### config.mk
export PLATFORM = sky130hd
export DESIGN_NAME = instruction_fetch
export DESIGN_NICKNAME = d
export VERILOG_FILES = /design/src/rtl/instruction_fetch.sv
export SDC_FILE = /design/constraint.sdc
export NUM_CORES = 1
export LEC_CHECK = 0
export BUFFER_PORTS_ARGS = -buffer_cell sky130_fd_sc_hd__buf_2
export CORE_MARGIN = 10
export CORE_UTILIZATION = 40
export DETAILED_ROUTE_END_ITERATION = 7
export PLACE_DENSITY_LB_ADDON = 0.2
export SLEW_MARGIN = 20
export SYNTH_ARGS = -nofsm -noshare
export SYNTH_HDL_FRONTEND = slang
export SYNTH_SLANG_ARGS = --single-unit
### constraint.sdc
create_clock -name clk -period 2.2 [get_ports clk]
set_input_delay 0.44 -clock clk [delete_from_list [all_inputs] [get_ports clk]]
set_output_delay 0.44 -clock clk [all_outputs]
set_load 0.03 [all_outputs]
### src/rtl/instruction_fetch.sv
// Instruction fetch stage: owns the PC, issues instruction-memory requests,
// parks a returned word in a one-entry hold buffer while decode is stalled,
// and drives the IF/ID pipeline register. Taken branches redirect the PC and
// flush IF/ID; a miss-in-flight redirect waits in DRAIN for the stale reply.
//
// Memory handshake: imemReq is a valid; imemAddr is held stable while imemReq
// is high until the cycle imemReady is seen high, which completes the transfer
// and carries imemData. imemReady may be high in the same cycle as imemReq.
// imemReq/imemAddr depend on registered state and pc only.
module instruction_fetch #(
    parameter logic [31:0] RESET_PC = 32'h0000_0000,
    parameter logic [31:0] NOP      = 32'h0000_0000
) (
    input  logic        clk,
    input  logic        rstN,
    input  logic        pcWrite,
    input  logic        ifIdWrite,
    input  logic        branchTaken,
    input  logic [31:0] branchTarget,
    output logic        imemReq,
    output logic [31:0] imemAddr,
    input  logic        imemReady,
    input  logic [31:0] imemData,
    output logic [31:0] ifIdInstr,
    output logic [31:0] ifIdPcPlus4,
    output logic        ifIdValid,
    output logic [1:0]  fsmState
);

    typedef enum logic [1:0] {
        IDLE  = 2'd0,
        FETCH = 2'd1,
        HOLD  = 2'd2,
        DRAIN = 2'd3
    } fetchStateT;

    fetchStateT  state;
    logic [31:0] pc;
    logic [31:0] redirect;
    logic [31:0] bufInstr;
    logic [31:0] bufPcPlus4;

    logic        accept;
    logic        fetchHit;
    logic        avail;
    logic [31:0] pcPlus4;
    logic [31:0] availInstr;
    logic [31:0] availPcPlus4;

    // Decode the request port and the word (if any) that could enter IF/ID now.
    always_comb begin
        accept       = pcWrite & ifIdWrite;
        fetchHit     = (state == FETCH) & imemReady;
        avail        = fetchHit | (state == HOLD);
        pcPlus4      = pc + 32'd4;
        imemReq      = (state == FETCH) || (state == DRAIN);
        imemAddr     = pc;
        fsmState     = state;
        availInstr   = imemData;
        availPcPlus4 = pcPlus4;
        if (state == HOLD) begin
            availInstr   = bufInstr;
            availPcPlus4 = bufPcPlus4;
        end
    end

    // Fetch FSM: PC, redirect target and hold buffer; branches override stalls.
    always_ff @(posedge clk or negedge rstN) begin
        if (!rstN) begin
            state      <= IDLE;
            pc         <= RESET_PC;
            redirect   <= 32'd0;
            bufInstr   <= 32'd0;
            bufPcPlus4 <= 32'd0;
        end else begin
            case (state)
                IDLE: begin
                    if (branchTaken) pc <= branchTarget;
                    state <= FETCH;
                end
                FETCH: begin
                    if (branchTaken) begin
                        if (imemReady) begin
                            pc <= branchTarget;
                        end else begin
                            // Request already on the bus: keep the address
                            // until its reply arrives, then jump.
                            redirect <= branchTarget;
                            state    <= DRAIN;
                        end
                    end else if (imemReady) begin
                        if (accept) begin
                            pc <= pcPlus4;
                        end else begin
                            bufInstr   <= imemData;
                            bufPcPlus4 <= pcPlus4;
                            state      <= HOLD;
                        end
                    end
                end
                HOLD: begin
                    if (branchTaken) begin
                        bufInstr   <= 32'd0;
                        bufPcPlus4 <= 32'd0;
                        pc         <= branchTarget;
                        state      <= FETCH;
                    end else if (accept) begin
                        pc    <= pcPlus4;
                        state <= FETCH;
                    end
                end
                DRAIN: begin
                    if (branchTaken) redirect <= branchTarget;
                    if (imemReady) begin
                        pc    <= branchTaken ? branchTarget : redirect;
                        state <= FETCH;
                    end
                end
                default: state <= IDLE;
            endcase
        end
    end

    // IF/ID register: flush on branch, load a word on accept, bubble otherwise.
    always_ff @(posedge clk or negedge rstN) begin
        if (!rstN) begin
            ifIdInstr   <= NOP;
            ifIdPcPlus4 <= 32'd0;
            ifIdValid   <= 1'b0;
        end else if (branchTaken) begin
            ifIdInstr   <= NOP;
            ifIdPcPlus4 <= 32'd0;
            ifIdValid   <= 1'b0;
        end else if (ifIdWrite) begin
            if (avail && pcWrite) begin
                ifIdInstr   <= availInstr;
                ifIdPcPlus4 <= availPcPlus4;
                ifIdValid   <= 1'b1;
            end else begin
                ifIdInstr <= NOP;
                ifIdValid <= 1'b0;
            end
        end
    end

endmodule

Word level (Yosys, flattened, before mapping):

Index checks and enable logic that the tools add are counted.

* bits in registers: 195
* word-level logic and storage cells: 79

* reduce and logical (&&, ||, !) cells: 12
* equal/unequal tests: 15
* mux-type cells: 40
* add/subtract/negate cells: 1
* bitwise operators: 3

Operators by type and width (number)
* 2-to-1 mux 32 bit: 25
* case mux 32 bit (2 select lines): 3
* case mux 32 bit (4 select lines): 1
* adder 32 x 3 -> 32 bit (second input constant): 1
* inequality test 2 bit (second input constant): 8
* 2-to-1 mux 2 bit: 7
* inequality test 3 bit (second input constant): 4
* AND reduction 5 bit: 2
* case mux 2 bit (4 select lines): 1
* nonzero test 2 bit: 4
* AND reduction 3 bit: 2
* equality test 2 bit (second input constant): 2
* 2-to-1 mux 1 bit: 3
* AND 1 bit: 2
* equality test 2 x 1 -> 1 bit (second input constant): 1
* logical NOT 2 bit: 1
* AND reduction 2 bit: 1
* logical AND 1 bit: 1
* logical OR 1 bit: 1
* OR 1 bit: 1

Logic depth before layout (Yosys ltp):

* depth after elaboration: 7
* depth in mapped cells: 9

Least setup slack after synthesis:

Ideal clock, no wire load.

* path type: reg-to-reg
* start: reg state[0] (netlist: fsmState[0])
* end: reg pc[21] (netlist: imemAddr[21])
* buffers on the path: 3
* path slack: -235 ps
* arrival time: 2314 ps
* required time: 2078 ps
* stages on the path, launching flop included: 10
* cell sequence: dfrtp_1 -> inv_1 -> ha_1 -> nand2b_1 -> clkbuf_1 -> o221a_2 -> clkbuf_1 -> clkbuf_1 -> nand2_1 -> a32o_1

* cells in the longest elaborated chain, start to end: 3
* elaborated cells between the ends (all ways): 9

RTL lines
* start: declaration: line 37 `fetchStateT state;`
* start signal: assignment: line 70 `state <= IDLE;`
* start signal: assignment: line 79 `state <= FETCH;`
* start signal: assignment: line 89 `state <= DRAIN;`
* equality test 2 x 1 -> 1 bit (tied with other cells): line 76 `case (state)`
* inequality test 2 bit (no line)
* AND reduction 3 bit (no line)
* end signal: assignment: line 78 `if (branchTaken) pc <= branchTarget;`
* end signal: assignment: line 84 `pc <= branchTarget;`
* end signal: assignment: line 93 `pc <= pcPlus4;`
* end: declaration: line 38 `logic [31:0] pc;`

Several ways; a longest one is shown, not always the timed one.
A chain may end at the register's enable or synchronous reset.

Worst setup path after layout:

* start: reg state[0] (netlist: fsmState[0])
* end: reg pc[2] (netlist: imemAddr[2])

The elaborated chain is that of the path after synthesis.

==> summary.txt <==
Outcome
  – Status: completed

Clock network
  – Post-CTS setup buffers: 0
  – Root Buffer Master: clkbuf_16
  – Clk_lat worst skew: 0.44 ns
  – Htree depth: 4
  – CTS clock-pin slew for the worst setup and hold paths: 0.08 ns
  – CTS buffer count: 17
  – TritonCTS clock tree: done
  – Sinks on Clock Net: 195
  – CTS Buffer Depth: 2

Timing
  – TNS Setup: 0 ns
  – Final hold slack: 0.2470 ns
  – Finish-stage setup viols: 0
  – Clk_skew: 0.01053 ns
  – Worst-Margin Slew: 0.5110 ns
  – Fin crit share: 0.9578
  – Fin. max-slew vios: 0
  – Final Worst Setup Slack: 0.09294 ns
  – Hold violation total from the final report: 0
  – Max Clk Rate: 474.6 MHz
  – Min Clock Period, post-route: 2.107 ns
  – Slew HR: 0.6557

Route
  – ANT nets after route: 0
  – DRC violations left: 0
  – Iter 0 DRT Violations: 831
  – Routed WL: 29390 µm
  – Vias/cell: 5.416
  – Drt wl/cell: 19.15 µm
  – 1st-pass router iterations: 5
  – Via count: 8313

Die
  – Die Width: 175.3 µm
  – Rows: 56
  – Die Y: 175.3 µm
  – CORE AREA: 23610 µm²
  – I/O pins: 170
  – Initial core utilization: 0.4085
  – Die Area: 30720 µm²

Yosys
  – Post-synth EDFFs: 0
  – Top FF cell, synth: dfrtp_1
  – Synthesis Warnings: 0
  – Mean Syn Cell Area: 9.503 µm²
  – Cell Area, Synth: 9646 µm²
  – Post-synth ARST share: 1.000
  – Seq/Total Area, Yosys: 0.5059
  – Flops & latches, synth: 195
  – Netlist cell types: 69
  – Cells after synthesis: 1015
  – Syn nets: 1091

Setup path
  – Worst-path fanout max: 6
  – Critical path type: reg2reg
  – Critical R2R Launch: fsmState[0]
  – CP startpoint kind: register
  – Crit path DAT: 2.42 ns
  – Worst Setup End Kind: register
  – Required time of the critical path: 2.51 ns
  – Critical Path Source: fsmState[0]

Finish
  – Nets: 1279
  – Antenna Cells: 0
  – Final core occ: 0.5075
  – Fill cell count: 2228
  – Share of cells above drive strength 1: 0.2763
  – Seq. cell area: 4883 µm²
  – Synthesis-to-finish area growth: 24.24%
  – Multi-input logic area: 4473 µm²

GRT
  – All-Layer GR Usage: 0.1914
  – Initial antenna violation count: 0
  – Largest net degree at the start of global routing: 87
  – First-pass GRT wire length: 47350 µm
  – GRT overflow: 0
  – Vias in the first global route: 8199

Place
  – Post-DP HPWL: 21260 µm
  – Place WS: 0.1024 ns
  – RePlAce Congestion: 0.8924
  – I/O Buffers: 169

Min path
  – Hold_sp: branchTarget[6]
  – Hold Crit Class: in2reg

Flow run
  – Max Cap Violations: 0

Power and ir drop
  – Tot Pwr: 16.61 mW
  – Pleak: 5.581 nW
  – Max VDD drop: 0.0006527 V
  – PwrDens: 1386 nW/µm²
==> through the flow <==
stage | instances | instance area, µm²
floorplan | 1015 | 9661
global placement | 1502 | 11350
detailed placement | 1502 | 11350
CTS | 1535 | 11950
global route | 1535 | 11980
finish | 1535 | 11980
==> worst paths after layout <==
check / endpoint / slack [ns] / depth (start not counted)
worst max-delay path: imemAddr[2] / 0.09 / 8
max in group asynchronous: imemAddr[4] / 1.05 / 3
worst max register to register: imemAddr[2] / 0.09 / 8
worst min register to register: ifIdInstr[26] / 0.47 / 2
worst min-delay path: redirect[6] / 0.25 / 2
min in group asynchronous: ifIdInstr[26] / 0.48 / 2
==> metal layers <==
layer / vias up / GRT usage / wire length [µm]
li1: 3995 / - / -
met1: 3990 / 0.2706 / 13790
met2: 295 / 0.2822 / 12940
met3: 33 / 0.04439 / 2111
met4: 0 / 0.06358 / 548
met5: - / 0 / 0
==> cell usage after synthesis (all sizes together), types with 4 or more instances <==
| cell type | n | area share |
|---|---|---|
| a211oi | 4 | 0.0031 |
| a21boi | 32 | 0.025 |
| a21o | 6 | 0.0047 |
| a21oi | 43 | 0.023 |
| a221o | 4 | 0.0042 |
| a221oi | 7 | 0.0064 |
| a22o | 12 | 0.011 |
| a22oi | 5 | 0.0039 |
| a311oi | 4 | 0.0036 |
| a31oi | 11 | 0.0071 |
| a32o | 4 | 0.0042 |
| a32oi | 8 | 0.0073 |
| and2 | 10 | 0.0065 |
| and3 | 14 | 0.0091 |
| and4 | 6 | 0.0054 |
| buf | 18 | 0.0083 |
| clkbuf | 58 | 0.023 |
| dfrtp | 195 | 0.51 |
| ha | 6 | 0.0078 |
| inv | 18 | 0.0070 |
| mux2 | 34 | 0.040 |
| nand2 | 157 | 0.061 |
| nand2b | 51 | 0.033 |
| nand3 | 18 | 0.0093 |
| nand3b | 4 | 0.0031 |
| nand4 | 12 | 0.0093 |
| nor2 | 36 | 0.014 |
| nor3 | 17 | 0.0088 |
| nor4 | 4 | 0.0042 |
| o211ai | 7 | 0.0054 |
| o21a | 7 | 0.0054 |
| o21ai | 125 | 0.065 |
| o22ai | 7 | 0.0045 |
| o31ai | 5 | 0.0039 |
| or3 | 9 | 0.0058 |
| xnor2 | 16 | 0.015 |
| xor2 | 5 | 0.0045 |
==> cells by family (layout without fill, tap and decap cells) <==
group	count (synthesis)	count (layout)	share of synthesized area
adders and majority gates	6	6	0.007783
xor gates and xnor gates	21	21	0.01907
muxes	36	36	0.04177
AOI/OAI and AO/OA	314	314	0.2095
buffers and inverters	94	295	0.03801
and+or+nand+nor	349	349	0.1780
DFF	195	195	0.5059
==> area by class of cell <==
class | count | share of cell area
repair buffers | 245 | 0.1306
multi-input cells | 726 | 0.3733
clock buffers | 18 | 0.03581
clock inverters | 14 | 0.01389
flip-flops and latches | 195 | 0.4075
inverters | 18 | 0.005638
well taps | 319 | 0.03331
==> cell usage in the layout (no fill, tap or decap), drive strengths merged, types with 17 or more instances in the layout <==
cell type,n
buf,243
dfrtp,195
nand2,157
o21ai,125
nand2b,51
a21oi,43
nor2,36
mux2,34
a21boi,32
inv,24
clkbuf,19
nand3,18
nor3,17
==> sequential cells by signal (all words and copies together) (netlist names) <==
signal / cells
redirect: 32
bufPcPlus4: 32
ifIdValid: 1
ifIdPcPlus4: 32
fsmState: 2
bufInstr: 32
ifIdInstr: 32
imemAddr: 32
==> worst max-delay path, cell delays in order (launching register included) <==
cell      delay, ns
dfrtp_2        0.43
inv_1          0.08
buf_4          0.12
ha_1           0.25
inv_1          0.17
nand2_1        0.28
o21ai_0        0.12
a222oi_1       0.37
o21ai_0        0.15
==> report_power, final <==
group | leakage, nW | internal (mW) | switching (mW) | total, mW
registers | 2.52 | 4.81 | 0.752 | 5.56
logic | 2.78 | 3.09 | 4.79 | 7.88
clock network | 0.283 | 1.62 | 1.54 | 3.16
==> what timing repair did <==
item | 4_1_cts | 5_1_grt
gates resized for setup | 0 | 9
hold endpoints to repair | 33 | 0
hold buffers | 1 | 0
setup endpoints to repair | 0 | 10
Note: power is estimated with default switching activity, not from simulation.
